[src/rtl/sd_spi_pkg.sv]
// Shared types, defaults and CRC helper for the SD-card SPI master.
// The CRC helper is only used when SD_SPI_CRC16_EN is defined.
package sd_spi_pkg;

  typedef enum logic [2:0] {
    S_IDLE,
    S_LOAD,
    S_SHIFT,
    S_NEXT,
    S_FINISH
  } state_e;

  localparam int DEF_DATA_W = 8;
  localparam int DEF_DIV_W  = 8;
  localparam int DEF_LEN_W  = 10;

  // Sent when no transmit data is offered; all-ones keeps the card's DI line idle.
  localparam logic [63:0] FILL_WORD  = '1;
  localparam logic [15:0] CRC16_POLY = 16'h1021;

  function automatic logic [15:0] crc16_step(input logic [15:0] crc, input logic din);
    return {crc[14:0], 1'b0} ^ ((crc[15] ^ din) ? CRC16_POLY : 16'h0000);
  endfunction

endpackage

[src/rtl/sd_spi_clkgen.sv]
// SDCLK divider: low for div+1 cycles, high for div+1 cycles while enabled.
// Strobes fire in the last cycle of each phase, i.e. on the cycle before SDCLK toggles.
module sd_spi_clkgen #(
  parameter int DIV_W = 8
) (
  input  logic             clk,
  input  logic             n_rst,
  input  logic             en_i,
  input  logic [DIV_W-1:0] div_i,
  output logic             sclk_o,
  output logic             rise_o,
  output logic             fall_o
);

  logic [DIV_W-1:0] cnt_q;
  logic             sclk_q;
  logic             wrap;

  assign wrap = en_i && (cnt_q == div_i);

  always_ff @(posedge clk or negedge n_rst) begin
    if (!n_rst) begin
      cnt_q  <= '0;
      sclk_q <= 1'b0;
    end else if (!en_i) begin
      cnt_q  <= '0;
      sclk_q <= 1'b0;
    end else if (wrap) begin
      cnt_q  <= '0;
      sclk_q <= ~sclk_q;
    end else begin
      cnt_q  <= cnt_q + 1'b1;
    end
  end

  assign sclk_o = sclk_q;
  assign rise_o = wrap && !sclk_q;
  assign fall_o = wrap && sclk_q;

endmodule

[src/rtl/sd_spi_master.sv]
// SPI-mode (mode 0) burst master for SD cards with optional transmit CRC16.
// Define SD_SPI_CRC16_EN to build the CRC16-CCITT generator; otherwise crc_out is 0.
module sd_spi_master
  import sd_spi_pkg::*;
#(
  parameter int DATA_W = DEF_DATA_W,
  parameter int DIV_W  = DEF_DIV_W,
  parameter int LEN_W  = DEF_LEN_W
) (
  input  logic              clk,
  input  logic              n_rst,
  input  logic              start,
  input  logic [LEN_W-1:0]  nwords,
  input  logic [DIV_W-1:0]  clk_div,
  input  logic              keep_cs,
  input  logic [DATA_W-1:0] tx_data,
  input  logic              tx_valid,
  output logic              tx_ready,
  output logic [DATA_W-1:0] rx_data,
  output logic              rx_valid,
  output logic              busy,
  output logic              done,
  output logic [15:0]       crc_out,
  output logic              SDCS,
  output logic              SDCLK,
  output logic              SDDO,
  input  logic              SDDI
);

  localparam int BIT_W = (DATA_W > 1) ? $clog2(DATA_W) : 1;
  localparam logic [BIT_W-1:0] LAST_BIT = BIT_W'(DATA_W - 1);

  state_e            state_q;
  logic [LEN_W-1:0]  nwords_q;
  logic [LEN_W-1:0]  word_cnt_q;
  logic [DIV_W-1:0]  div_q;
  logic              keep_cs_q;
  logic [BIT_W-1:0]  bit_cnt_q;
  logic [DATA_W-1:0] tx_sr_q;
  logic [DATA_W-1:0] rx_sr_q;
  logic [DATA_W-1:0] rx_data_q;
  logic              rx_valid_q;
  logic              busy_q;
  logic              done_q;
  logic              cs_q;

  logic sclk, rise, fall;

  sd_spi_clkgen #(.DIV_W(DIV_W)) u_clkgen (
    .clk    (clk),
    .n_rst  (n_rst),
    .en_i   (state_q == S_SHIFT),
    .div_i  (div_q),
    .sclk_o (sclk),
    .rise_o (rise),
    .fall_o (fall)
  );

  always_ff @(posedge clk or negedge n_rst) begin
    if (!n_rst) begin
      state_q    <= S_IDLE;
      nwords_q   <= '0;
      word_cnt_q <= '0;
      div_q      <= '0;
      keep_cs_q  <= 1'b0;
      bit_cnt_q  <= '0;
      tx_sr_q    <= '1;
      rx_sr_q    <= '0;
      rx_data_q  <= '0;
      rx_valid_q <= 1'b0;
      busy_q     <= 1'b0;
      done_q     <= 1'b0;
      cs_q       <= 1'b1;
    end else begin
      rx_valid_q <= 1'b0;
      done_q     <= 1'b0;
      if (rise) rx_sr_q <= {rx_sr_q[DATA_W-2:0], SDDI};
      case (state_q)
        S_IDLE: begin
          if (start) begin
            state_q    <= S_LOAD;
            busy_q     <= 1'b1;
            cs_q       <= 1'b0;
            nwords_q   <= nwords;
            div_q      <= clk_div;
            keep_cs_q  <= keep_cs;
            word_cnt_q <= '0;
          end
        end
        S_LOAD: begin
          tx_sr_q   <= tx_valid ? tx_data : FILL_WORD[DATA_W-1:0];
          bit_cnt_q <= '0;
          state_q   <= S_SHIFT;
        end
        S_SHIFT: begin
          // Ones shift in behind the data so SDDO idles high between words.
          if (fall) begin
            tx_sr_q <= {tx_sr_q[DATA_W-2:0], 1'b1};
            if (bit_cnt_q == LAST_BIT) begin
              state_q    <= S_NEXT;
              rx_data_q  <= rx_sr_q;
              rx_valid_q <= 1'b1;
            end else begin
              bit_cnt_q <= bit_cnt_q + 1'b1;
            end
          end
        end
        S_NEXT: begin
          if (word_cnt_q == nwords_q) begin
            state_q <= S_FINISH;
            busy_q  <= 1'b0;
            done_q  <= 1'b1;
            cs_q    <= ~keep_cs_q;
          end else begin
            word_cnt_q <= word_cnt_q + 1'b1;
            state_q    <= S_LOAD;
          end
        end
        S_FINISH: state_q <= S_IDLE;
        default:  state_q <= S_IDLE;
      endcase
    end
  end

`ifdef SD_SPI_CRC16_EN
  logic [15:0] crc_q, crc_d;

  always_comb begin
    crc_d = crc_q;
    if (state_q == S_IDLE && start) crc_d = '0;
    else if (rise)                  crc_d = crc16_step(crc_q, tx_sr_q[DATA_W-1]);
  end

  always_ff @(posedge clk or negedge n_rst) begin
    if (!n_rst) crc_q <= '0;
    else        crc_q <= crc_d;
  end

  assign crc_out = crc_q;
`else
  assign crc_out = '0;
`endif

  assign tx_ready = (state_q == S_LOAD) && tx_valid;
  assign rx_data  = rx_data_q;
  assign rx_valid = rx_valid_q;
  assign busy     = busy_q;
  assign done     = done_q;
  assign SDCS     = cs_q;
  assign SDCLK    = sclk;
  assign SDDO     = tx_sr_q[DATA_W-1];

endmodule

[config.mk]
export PLATFORM = sky130hd
export DESIGN_NAME = sd_spi_master
export DESIGN_NICKNAME = d
export VERILOG_FILES = /design/src/rtl/sd_spi_pkg.sv /design/src/rtl/sd_spi_clkgen.sv /design/src/rtl/sd_spi_master.sv
export SDC_FILE = /design/constraint.sdc
export NUM_CORES = 1
export LEC_CHECK = 0
export CAP_MARGIN = 20
export CORE_MARGIN = 5
export CORE_UTILIZATION = 25
export DETAILED_ROUTE_END_ITERATION = 10
export DONT_BUFFER_PORTS = 1
export HOLD_SLACK_MARGIN = 0.02
export SKIP_CTS_REPAIR_TIMING = 1
export SLEW_MARGIN = 30
export SYNTH_ARGS = -nofsm -noshare
export SYNTH_HDL_FRONTEND = slang
export SYNTH_SLANG_ARGS = --single-unit
[constraint.sdc]
create_clock -name clk -period 2.2 [get_ports clk]
set_input_delay 0.66 -clock clk [delete_from_list [all_inputs] [get_ports clk]]
set_output_delay 0.66 -clock clk [all_outputs]
set_load 0.05 [all_outputs]
* After elaboration in Yosys (flattened, before gate mapping) *
Index checks and enable logic that the tools add are counted.

word-level totals
  flip-flop bits (word level) = 72
  latch bits = 0
  bits in writable memories = 0
  memory bits (read-only) = 0
  output and inout bits = 31
  logic and storage cells = 77
  memories kept = 0

cells by class
  add/subtract/negate cells = 3
  multipliers = 0
  div/mod/pow operators = 0
  order comparisons = 0
  equal/unequal tests = 13
  shift operators = 0
  muxes and demuxes = 29
  bitwise operators = 2
  reductions and logical operators = 15

operators with widths
  cell                                                 number
  2-to-1 mux 8 bit                                     4
  2-to-1 mux 10 bit                                    2
  one-hot mux 10 bit (2 select lines)                  1
  2-to-1 mux 3 bit                                     6
  one-hot mux 8 bit (2 select lines)                   1
  AND reduction 3 bit                                  5
  inequality test 2 bit, second input constant         7
  one-hot mux 3 bit (4 select lines)                   1
  2-to-1 mux 1 bit                                     11
  adder 10 x 1 -> 10 bit, second input constant        1
  equality test 10 bit                                 1
  adder 8 x 1 -> 8 bit, second input constant          1
  equality test 8 bit                                  1
  equality test 3 x 2 -> 1 bit, second input constant  2
  one-hot mux 3 bit (2 select lines)                   1
  logical AND 1 bit                                    4
  one-hot mux 1 bit (2 select lines)                   2
  AND reduction 2 bit                                  2
  nonzero test 2 bit                                   2
  adder 3 x 1 -> 3 bit, second input constant          1
  equality test 3 x 1 -> 1 bit, second input constant  1
  equality test 3 bit, second input constant           1
  zero test 3 bit                                      1
  inverter 1 bit                                       2
  zero test 1 bit                                      1

* Depth between registers and ports, before layout *
  word-level depth = 5
  depth in mapped cells = 6

* Hierarchy *
Synthesis repeated with hierarchy kept, for this count alone.

unflattened totals
  cells, all modules = 341
  area, all modules = 3,462.1 µm²

by module, submodules not included
  module         times used  cells an instance  area an instance (µm²)  seq. area each (µm²)
  sd_spi_master  1           292                2,969.1                 1,587.8
  sd_spi_clkgen  1           49                 493.0                   225.2

* Worst setup path after synthesis *
OpenSTA, ideal clock, no wires.

  path type = input -> output
  start = in tx_valid
  end = out tx_ready
  arrival = 1,379 ps
  data required time = 1,540 ps
  setup slack = 161 ps
  stages = 2
  path through = clkbuf_1 and3_1

on the way
  longest elaborated chain between the ends = 1

ends and longest elaborated chain
  what               RTL line              RTL
  start, declared    sd_spi_master.sv:17   input logic tx_valid,
  logical AND 1 bit  sd_spi_master.sv:144  assign tx_ready = (state_q == S_LOAD) && tx_valid;
  end, declared      sd_spi_master.sv:18   output logic tx_ready,

Every way passes these cells.

* Final worst setup path *
  start = reg state_q[2]
  end = reg rx_data_q[2] (netlist: rx_data[2])

on the way
  longest elaborated chain between the ends = 4

ends and longest elaborated chain
  what                                    RTL line                                  RTL
  start, declared                         sd_spi_master.sv:33                       state_e state_q;
  start signal, assigned                  sd_spi_master.sv:61                       state_q <= S_IDLE;
  start signal, assigned                  sd_spi_master.sv:81                       state_q <= S_LOAD;
  start signal, assigned                  sd_spi_master.sv:93                       state_q <= S_SHIFT;
  equality test 3 x 2 -> 1 bit *          sd_spi_master.sv:52, sd_spi_master.sv:78
  logical AND 1 bit                       sd_spi_clkgen.sv:19                       assign wrap = en_i && (cnt_q == div_i);
  logical AND 1 bit                       sd_spi_clkgen.sv:38                       assign fall_o = wrap && sclk_q;
  AND reduction 3 bit (no source line) *  -
  end signal, assigned                    sd_spi_master.sv:101                      rx_data_q <= rx_sr_q;
  end, declared                           sd_spi_master.sv:41                       logic [DATA_W-1:0] rx_data_q;

Mark *: on every way between the ends. The rest lies on a longest branch, timed or not.
A chain may end at the register's enable or synchronous reset.

==> impl_metrics.ini <==
[timing]
min_period_ps = 2050
max_slew_margin = 0.619
skew_ps = 7.17
max_freq_mhz = 488
hold_ws_ps = 170
tightest_slew_ps = 567
hold_viol = 0
fin_crit_sh = 0.932
setup_viol = 0
drv_slew = 0
timing.setup.tns_ps = 0
grt_setup_unrepaired = no

[yosys]
synthCells = 333
synth_commonest_cells = nand2_1 (75), dfrtp_1 (63), mux2_2 (24)
netlist_area_sq_mm = 0.00348
synth_cell_types = 50
synth_area_leader_cell = dfrtp_1
yosys_warnings = 0
post-synth-top-count-cell = nand2_1
synth.ff_latch_count = 72
synth_seq_area_share = 0.522
synth_edf_count = 0
ys.flop_type = dfrtp_1
yosys.area.top_type_share = 0.454
async_reset_ff_frac = 1.00
synthTopCellsByArea = dfrtp_1 (45%), nand2_1 (8.1%), mux2_2 (7.8%)
synth_area_per_cell_sq_um = 10.4

[floorplan]
rows = 43
start_util = 0.252
coreArea_sq_mm = 0.0138
die_w_um = 128
ios = 63
die_area_sq_mm = 0.0164
fp.dieH_um = 128

[route]
dr.pass1.iters = 4
wl_met1_um = 3550
routedWlPerCell_um = 13.4
vias_per_cell = 4.32
wl_met3_um = 476
postRouteAntennaNets = 0
met2_length_um = 2980
vias = 2270
drcViolationCount = 0
first_iter_violations = 134
top_layer = met4
drt_wl_total_um = 7060

[pwr]
intPower_uw = 2750
switching_power_uw = 1090
p_leak_uw = 0.00184
vdd_drop_max_uv = 361
pwr_density_cell_mw_per_mm2 = 972
swShare = 0.283
combPwrFrac = 0.167
p_clk_frac = 0.363
p_seq_frac = 0.470

[critical_path]
cp-start-kind = flop
arrival_ps = 2260
cp.required_ps = 2410
reg2reg_from = state_q[2]
worstSetupPathType = reg2reg
endpoint_kind = flop
critPathMaxFanout = 8
r2r_cells = 4
r2r_end = rx_data[2]
r2r_setup_slack_ps = 150

[final_layout]
area_growth_pct = 13.7
n_fill_cell = 1455
fin_nets = 377
drive_above_1_share = 0.179
post-route-util = 0.287
diodes = 0

[clocking]
numClockSinks = 72
root_buffer = clkbuf_16
htree_levels = 3
path_clk_slew_ps = 60
cts_buffer_depth = 2
clock_latency_ps = 330
numCtsBuffers = 9
cts_tree = yes

[grt]
grt_max_degree = 73
grt_pass1_vias = 2329
grt-ovfl-total = 0
grt_usage = 0.0912
grt_pass1_wl_um = 11900
antenna_found_initial = 0

[run]
maxCapViolations = 0

[place]
gp_congestion = 0.780
dp_hpwl_um = 4980
port_buffers = 0

[status]
status = complete, no violations

[worst_hold_path]
hold_path_class = in2async
-- power by group through the flow --
| stage | registers (uW) | logic [uW] | clock network [uW] |
|---|---|---|---|
| floorplan | 1800 | 541 | 0 |
| global route | 1840 | 730 | 1500 |
| CTS | 1810 | 623 | 1440 |
| finish | 1810 | 642 | 1390 |
| global placement | 1810 | 600 | 0 |
| detailed placement | 1830 | 618 | 0 |
-- how the worst max path moves through the flow --
stage | startpoint | end | slack (ps)
6_report | state_q[2] | rx_data[2] | 150
4_1_cts | state_q[2] | rx_data[2] | 110
2_1_floorplan | tx_valid | tx_ready | 160
3_3_place_gp | state_q[2] | rx_data[4] | 180
3_5_place_dp | state_q[2] | rx_data[2] | 120
5_1_grt | u_clkgen.cnt_q[1] | rx_data[7] | 4
-- area by class of cell --
type	instances	area [sq um]	area share
clock inverter	3	42.5	0.0108
multi-input combinational	235	1490	0.376
timing repair buffer	10	95.1	0.0241
inverter	13	48.8	0.0123
clock buffer	13	240	0.0608
sequential	72	1810	0.459
tap	180	225	0.0570
-- routing by layer --
layer | global-route usage | vias up
met5 | 0 | -
met3 | 0.0346 | 5
met2 | 0.128 | 79
met1 | 0.131 | 1078
met4 | 0.0250 | 0
li1 | - | 1108
-- through the flow --
step	worst slack (ps)	total power (uW)	cell area, sq um	std cells
floorplan	161	2340	3530	348
global placement	182	2410	3640	509
detailed placement	120	2450	3640	509
CTS	108	3870	3930	525
global route	3.77	4070	3950	526
finish	149	3840	3950	526
-- worst max-delay path, stage by stage (launching register included) --
cell and delay [ps]:
dfrtp_1 420, or3b_1 450, nor3_4 250, and3_1 430, mux2_2 380
-- sequential cells by signal (all words and copies together), names as in the netlist, 3 cells and up --
name / cells
nwords_q: 10
word_cnt_q: 10
div_q: 8
rx_data: 8
rx_sr_q: 8
tx_sr_q: 8
u_clkgen.cnt_q: 8
bit_cnt_q: 3
state_q: 3
-- logic make-up after synthesis --
group           count (synthesis)  synth area share
other cells                     1           0.00108
simple gates                  135             0.184
mux                            29            0.0922
xor+xnor                       25            0.0630
compound gates                 26            0.0551
buf+inv                        41            0.0684
fa+ha+maj                       4            0.0144
flops                          72             0.522
-- layout by cell type, fill, tap and decap left out, drive strengths merged, types with 7 or more instances in the layout --
master  synthesis  layout
dfrtp          63      63
mux2           24      24
clkbuf          8      13
buf            20      10
xnor2          18      18
nand3          10      10
dfstp           9       9
a31oi           9       9
xor2            7       7
nand2          75      75
nor2           21      21
conb            1      16
inv            13      13
(Power assumes the default switching activity.)
